`config.mk`:
```
export PLATFORM = sky130hd
export DESIGN_NAME = wb_stage
export DESIGN_NICKNAME = d
export VERILOG_FILES = /design/src/rtl/wb_pkg.sv /design/src/rtl/wb_fifo.sv /design/src/rtl/wb_stage.sv
export SDC_FILE = /design/constraint.sdc
export NUM_CORES = 1
export LEC_CHECK = 0
export BUFFER_PORTS_ARGS = -buffer_cell sky130_fd_sc_hd__buf_2
export CORE_ASPECT_RATIO = 1.4
export CORE_MARGIN = 1
export CORE_UTILIZATION = 39
export CTS_CLUSTER_SIZE = 10
export DETAILED_ROUTE_END_ITERATION = 6
export PLACE_DENSITY = 0.63
export RECOVER_POWER = 25
export SLEW_MARGIN = 20
export SYNTH_ARGS = -nofsm -noshare
export SYNTH_HDL_FRONTEND = slang
export SYNTH_SLANG_ARGS = --single-unit
```
`constraint.sdc`:
```
create_clock -name clk -period 2.5 [get_ports clk]
set_clock_uncertainty 0.2 [all_clocks]
set_input_delay 0.375 -clock clk [delete_from_list [all_inputs] [get_ports clk]]
set_output_delay 0.375 -clock clk [all_outputs]
set_load 0.02 [all_outputs]
```
`src/rtl/wb_pkg.sv`:
```
// Shared widths and the queued write-back entry type for the write-back stage.
package wb_pkg;
  localparam int REG_ADDR_W = 5;
  localparam int DATA_W     = 32;
  localparam int NUM_REGS   = 32;

  typedef struct packed {
    logic [REG_ADDR_W-1:0] rd;
    logic [DATA_W-1:0]     data;
  } wb_entry_t;
endpackage

```
`src/rtl/wb_fifo.sv`:
```
// ALU-result queue: wrap-around pointers plus an occupancy count, active-low sync reset.
module wb_fifo
  import wb_pkg::*;
#(
  parameter int DEPTH = 4
) (
  input  logic                     clk,
  input  logic                     reset,
  input  logic                     push,
  input  wb_entry_t                push_entry,
  input  logic                     pop,
  output wb_entry_t                head,
  output logic                     full,
  output logic                     empty,
  output logic [$clog2(DEPTH):0]   count
);
  localparam int PTR_W = $clog2(DEPTH);

  wb_entry_t          mem [DEPTH];
  logic [PTR_W-1:0]   wr_ptr_reg;
  logic [PTR_W-1:0]   rd_ptr_reg;
  logic [PTR_W:0]     count_reg;
  logic               do_push;
  logic               do_pop;

  assign full    = (count_reg == (PTR_W+1)'(DEPTH));
  assign empty   = (count_reg == '0);
  assign count   = count_reg;
  assign head    = mem[rd_ptr_reg];
  assign do_push = push && !full;
  assign do_pop  = pop && !empty;

  always_ff @(posedge clk) begin
    if (!reset) begin
      wr_ptr_reg <= '0;
      rd_ptr_reg <= '0;
      count_reg  <= '0;
    end else begin
      if (do_push) wr_ptr_reg <= wr_ptr_reg + 1'b1;
      if (do_pop)  rd_ptr_reg <= rd_ptr_reg + 1'b1;
      if (do_push && !do_pop)      count_reg <= count_reg + 1'b1;
      else if (do_pop && !do_push) count_reg <= count_reg - 1'b1;
    end
  end

  // Storage carries no reset so it can map onto RAM primitives.
  always_ff @(posedge clk) begin
    if (reset && do_push) mem[wr_ptr_reg] <= push_entry;
  end
endmodule

```
`src/rtl/wb_stage.sv`:
```
// Write-back arbiter: load results win, queued ALU results fill idle slots; tracks pending registers.
// Optional WB_ZERO_GUARD_EN: results and issues targeting r0 are consumed without effect.
module wb_stage
  import wb_pkg::*;
#(
  parameter int FIFO_DEPTH = 4
) (
  input  logic                  clk,
  input  logic                  reset,
  input  logic                  alu_valid,
  input  logic [REG_ADDR_W-1:0] alu_rd,
  input  logic [DATA_W-1:0]     alu_data,
  output logic                  alu_ready,
  input  logic                  mem_valid,
  input  logic [REG_ADDR_W-1:0] mem_rd,
  input  logic [DATA_W-1:0]     mem_data,
  input  logic                  issue_valid,
  input  logic [REG_ADDR_W-1:0] issue_rd,
  output logic                  RegWrite,
  output logic [REG_ADDR_W-1:0] write_register,
  output logic [DATA_W-1:0]     write_data,
  output logic [NUM_REGS-1:0]   pending,
  output logic                  issue_err
);
  wb_entry_t                    head;
  wb_entry_t                    sel;
  logic                         full;
  logic                         empty;
  logic [$clog2(FIFO_DEPTH):0]  count;
  logic                         push;
  logic                         pop;
  logic                         launch;
  logic                         do_write;
  logic                         set_en;
  logic                         reg_write_reg;
  logic [REG_ADDR_W-1:0]        write_register_reg;
  logic [DATA_W-1:0]            write_data_reg;
  logic [NUM_REGS-1:0]          pending_reg;
  logic [NUM_REGS-1:0]          pending_next;
  logic                         issue_err_reg;
  logic                         issue_err_next;

  wb_fifo #(.DEPTH(FIFO_DEPTH)) u_fifo (
    .clk        (clk),
    .reset      (reset),
    .push       (push),
    .push_entry ('{rd: alu_rd, data: alu_data}),
    .pop        (pop),
    .head       (head),
    .full       (full),
    .empty      (empty),
    .count      (count)
  );

  assign alu_ready = !full;
  assign push      = alu_valid && alu_ready;
  assign pop       = !mem_valid && !empty;
  assign launch    = mem_valid || (count != '0);

  always_comb begin
    sel = head;
    if (mem_valid) sel = '{rd: mem_rd, data: mem_data};
`ifdef WB_ZERO_GUARD_EN
    do_write = launch && (sel.rd != '0);
    set_en   = issue_valid && (issue_rd != '0);
`else
    do_write = launch;
    set_en   = issue_valid;
`endif
  end

  // Set is applied after clear so a same-edge issue keeps the bit outstanding.
  for (genvar gi = 0; gi < NUM_REGS; gi++) begin : g_pending
    always_comb begin
      pending_next[gi] = (set_en && (issue_rd == REG_ADDR_W'(gi))) ||
                         (pending_reg[gi] && !(do_write && (sel.rd == REG_ADDR_W'(gi))));
    end
  end

  assign issue_err_next = issue_err_reg || (set_en && pending_reg[issue_rd]);

  always_ff @(posedge clk) begin
    if (!reset) begin
      reg_write_reg      <= 1'b0;
      write_register_reg <= '0;
      write_data_reg     <= '0;
      pending_reg        <= '0;
      issue_err_reg      <= 1'b0;
    end else begin
      reg_write_reg <= do_write;
      if (do_write) begin
        write_register_reg <= sel.rd;
        write_data_reg     <= sel.data;
      end
      pending_reg   <= pending_next;
      issue_err_reg <= issue_err_next;
    end
  end

  assign RegWrite       = reg_write_reg;
  assign write_register = write_register_reg;
  assign write_data     = write_data_reg;
  assign pending        = pending_reg;
  assign issue_err      = issue_err_reg;
endmodule

```
==> results.ini <==
[die]
die_w_um=134
fp.dieH_um=186
pin_count=156
core_um2=23900
dieArea_um2=24900
num_rows=67
start_util_pct=39.6

[global_routing]
antenna_found_initial=1
grt_pass1_wl_um=36400
gr-usage-all-layers_pct=18.9
grt_start_max_net_pins=76
grt.overflow.total=0
grt_pass1_vias=6946

[clock_network]
clock_path_buffers=3
cts_buffers=26
cts-root-buf=clkbuf_16
cts_num_sinks=228
post-cts-setup-buffers=0
h-tree-depth=1
clk_latency_ns=0.52
clk_pin_slew_worst_paths_ns=0.06
cts_tree=done

[routing]
postRouteAntennaNets=0
via_count=6769
drt_iter0_markers=438
first_pass_iters=4
routed_via_density=5.29
wirelength_um=23300
drc=0
wire_per_inst_um=18.2

[pwr]
power_mw=10.3
seq_power_share_pct=44.1
internal-power_mw=7.40
combPwrFrac_pct=22.9
p_leak_nw=4.46
ir_drop_v=0.000563
clockPowerShare_pct=33.0
p_sw_share_pct=28.3
p_sw_mw=2.91
power_density_nw_per_um2=848

[worst_setup_path]
critPathCaptureType=register
critPathLaunchType=register
max_stage_delay_ns=0.54
worstPathCellList=or4_4, nand2_2, ha_2, inv_1, fa_1, xor2_1, or3_1, a21oi_1
crit_family=simple AND/OR/NAND/NOR gates
path_buf_inv=1
crit_type=reg -> reg
arrival_ns=2.64
crit_fanout=2
critPathRequiredTime_ns=2.74
crit_path_top_delay_cell=or4_4

[layout]
final_common_cell=edfxtp_1
final_cell_mix=edfxtp_1, buf_2, nand2_1
stdcell_count=1279
drive_gt1_share_pct=25.9
area_growth_pct=28.7
nets=1039
fin_area_um2=12200
largest_reg_flops=148
fin_util_pct=50.9

[min_path]
min_path_type=in -> reg

[sta]
setup_violations=0
rsz0062_at_grt=false
whs_ns=0.0326
hold_violations=0
max_freq_ghz=0.417
relSlewSlack_pct=47.1
maxSlewViolCount=0
max_slew.worst_pin.slew_ns=0.793
period_minus_slack_ns=2.40
finalCritPeriodShare_pct=95.9

[placement]
dp_hpwl_um=15100
dpl-instance-area_um2=10700
globalplace.congestion=0.917
port_buffers=155
place_inst=1160

[synth]
synth_edf_count=148
syn_inst=702
synthesis.nets=792
synth.avg_cell_area_um2=13.5
synth_area_um2=9450
ys_seq_area_share_pct=64.0
yosys_warnings=0
ys_types=50
yosys_register_bits=228
ys_async_sr_fraction_pct=0
ys.flop_type=edfxtp_1

[run]
cap_violations=0

[outcome]
status=complete, no violations

worst reg2reg max path: cells and delay by family, from the launching register on:
kind | cells | cell delay, ns
and+or+nand+nor | 3 | 0.94
adders and majority gates | 2 | 0.55
DFF | 1 | 0.31
xor gates and xnor gates | 1 | 0.15
AOI/OAI and AO/OA | 1 | 0.14
buffers and inverters | 1 | 0.05
area by class of cell:
type / count / area, um^2
Clock buffer: 47 / 751
Fill cell: 2134 / 11700
Sequential cell: 228 / 6050
Inverter: 6 / 22.5
Timing Repair Buffer: 259 / 1750
Tap cell: 310 / 388
Antenna cell: 1 / 2.50
Multi-Input combinational cell: 428 / 3200
per-layer routing:
| metal | global-route usage (%) | vias to the layer above | routed length (um) |
|---|---|---|---|
| met2 | 36.2 | 202 | 12500 |
| met5 | 0 | - | 0 |
| li1 | - | 3214 | - |
| met1 | 21.3 | 3320 | 9240 |
| met3 | 2.68 | 33 | 996 |
| met4 | 6.64 | 0 | 501 |
logic make-up (layout without fill, tap and decap cells):
family	Yosys count	count (layout)	share of synthesized area, %
AO/OA/AOI/OAI	152	152	11.1
XOR/XNOR	5	5	0.463
adder cells (fa/ha/maj)	6	6	0.874
buffers and inverters	46	312	2.22
flip-flops	228	228	64.0
multiplexers	59	59	11.8
other	0	1	0
AND/OR/NAND/NOR	206	206	9.60
power by group through the flow:
stage | Combinational (mW) | Clock, mW | Sequential, mW
after global routing | 2.58 | 3.62 | 4.58
final | 2.36 | 3.41 | 4.55
after floorplan | 1.33 | 0 | 4.82
after detailed placement | 2.29 | 0 | 4.63
after global placement | 2.28 | 0 | 4.62
after CTS | 2.39 | 3.49 | 4.55
synthesized netlist by cell type, types with 2 or more instances:
cell type	instances	area [um^2]
dfxtp_1	80	1600
and3_1	4	25.0
mux2i_1	12	120
nor2b_1	5	31.3
a31oi_1	11	68.8
o21a_1	2	15.0
and3b_1	2	17.5
a21boi_2	3	33.8
nand4bb_1	3	33.8
mux4_2	41	923
nor3_1	8	40.0
nand2_1	90	338
ha_1	5	62.6
buf_2	9	45.0
a2bb2oi_1	3	26.3
o32a_1	3	30.0
nor2_1	65	244
xor2_1	4	35.0
a31oi_2	2	25.0
mux2_2	6	67.6
nand2b_1	8	50.1
a21oi_1	46	230
o21ai_0	26	130
a311oi_1	44	385
clkbuf_1	24	90.1
buf_4	7	52.6
or3_1	2	12.5
a41oi_1	2	17.5
a211oi_1	2	15.0
nor3b_1	2	15.0
inv_1	4	15.0
edfxtp_1	148	4440
nand3_1	12	60.1
per-stage QoR:
stage,setup slack [ns],setup TNS [ns]
4_1_cts,0.0625,0
6_report,0.102,0
5_1_grt,0.0189,0
3_5_place_dp,-0.0164,-0.0164
3_3_place_gp,0.0340,0
2_1_floorplan,0.0361,0
worst paths after layout:
check | to | cells past startpoint | startpoint | slack [ns]
setup / recovery | u_fifo.count[2] | 8 | u_fifo.count[2] | 0.10
hold / removal | write_register[2] | 3 | reset | 0.03
setup reg to reg | u_fifo.count[2] | 8 | u_fifo.count[2] | 0.10
hold reg to reg | write_data[23] | 2 | write_data[23] | 0.29
what timing repair did:
item / CTS / global route
setup endpoints to repair: 0 / 1
hold buffers: 71 / 0
resized for setup: 0 / 2
hold endpoints to repair: 182 / 0
No activity file was read; power rests on OpenSTA's default activity.
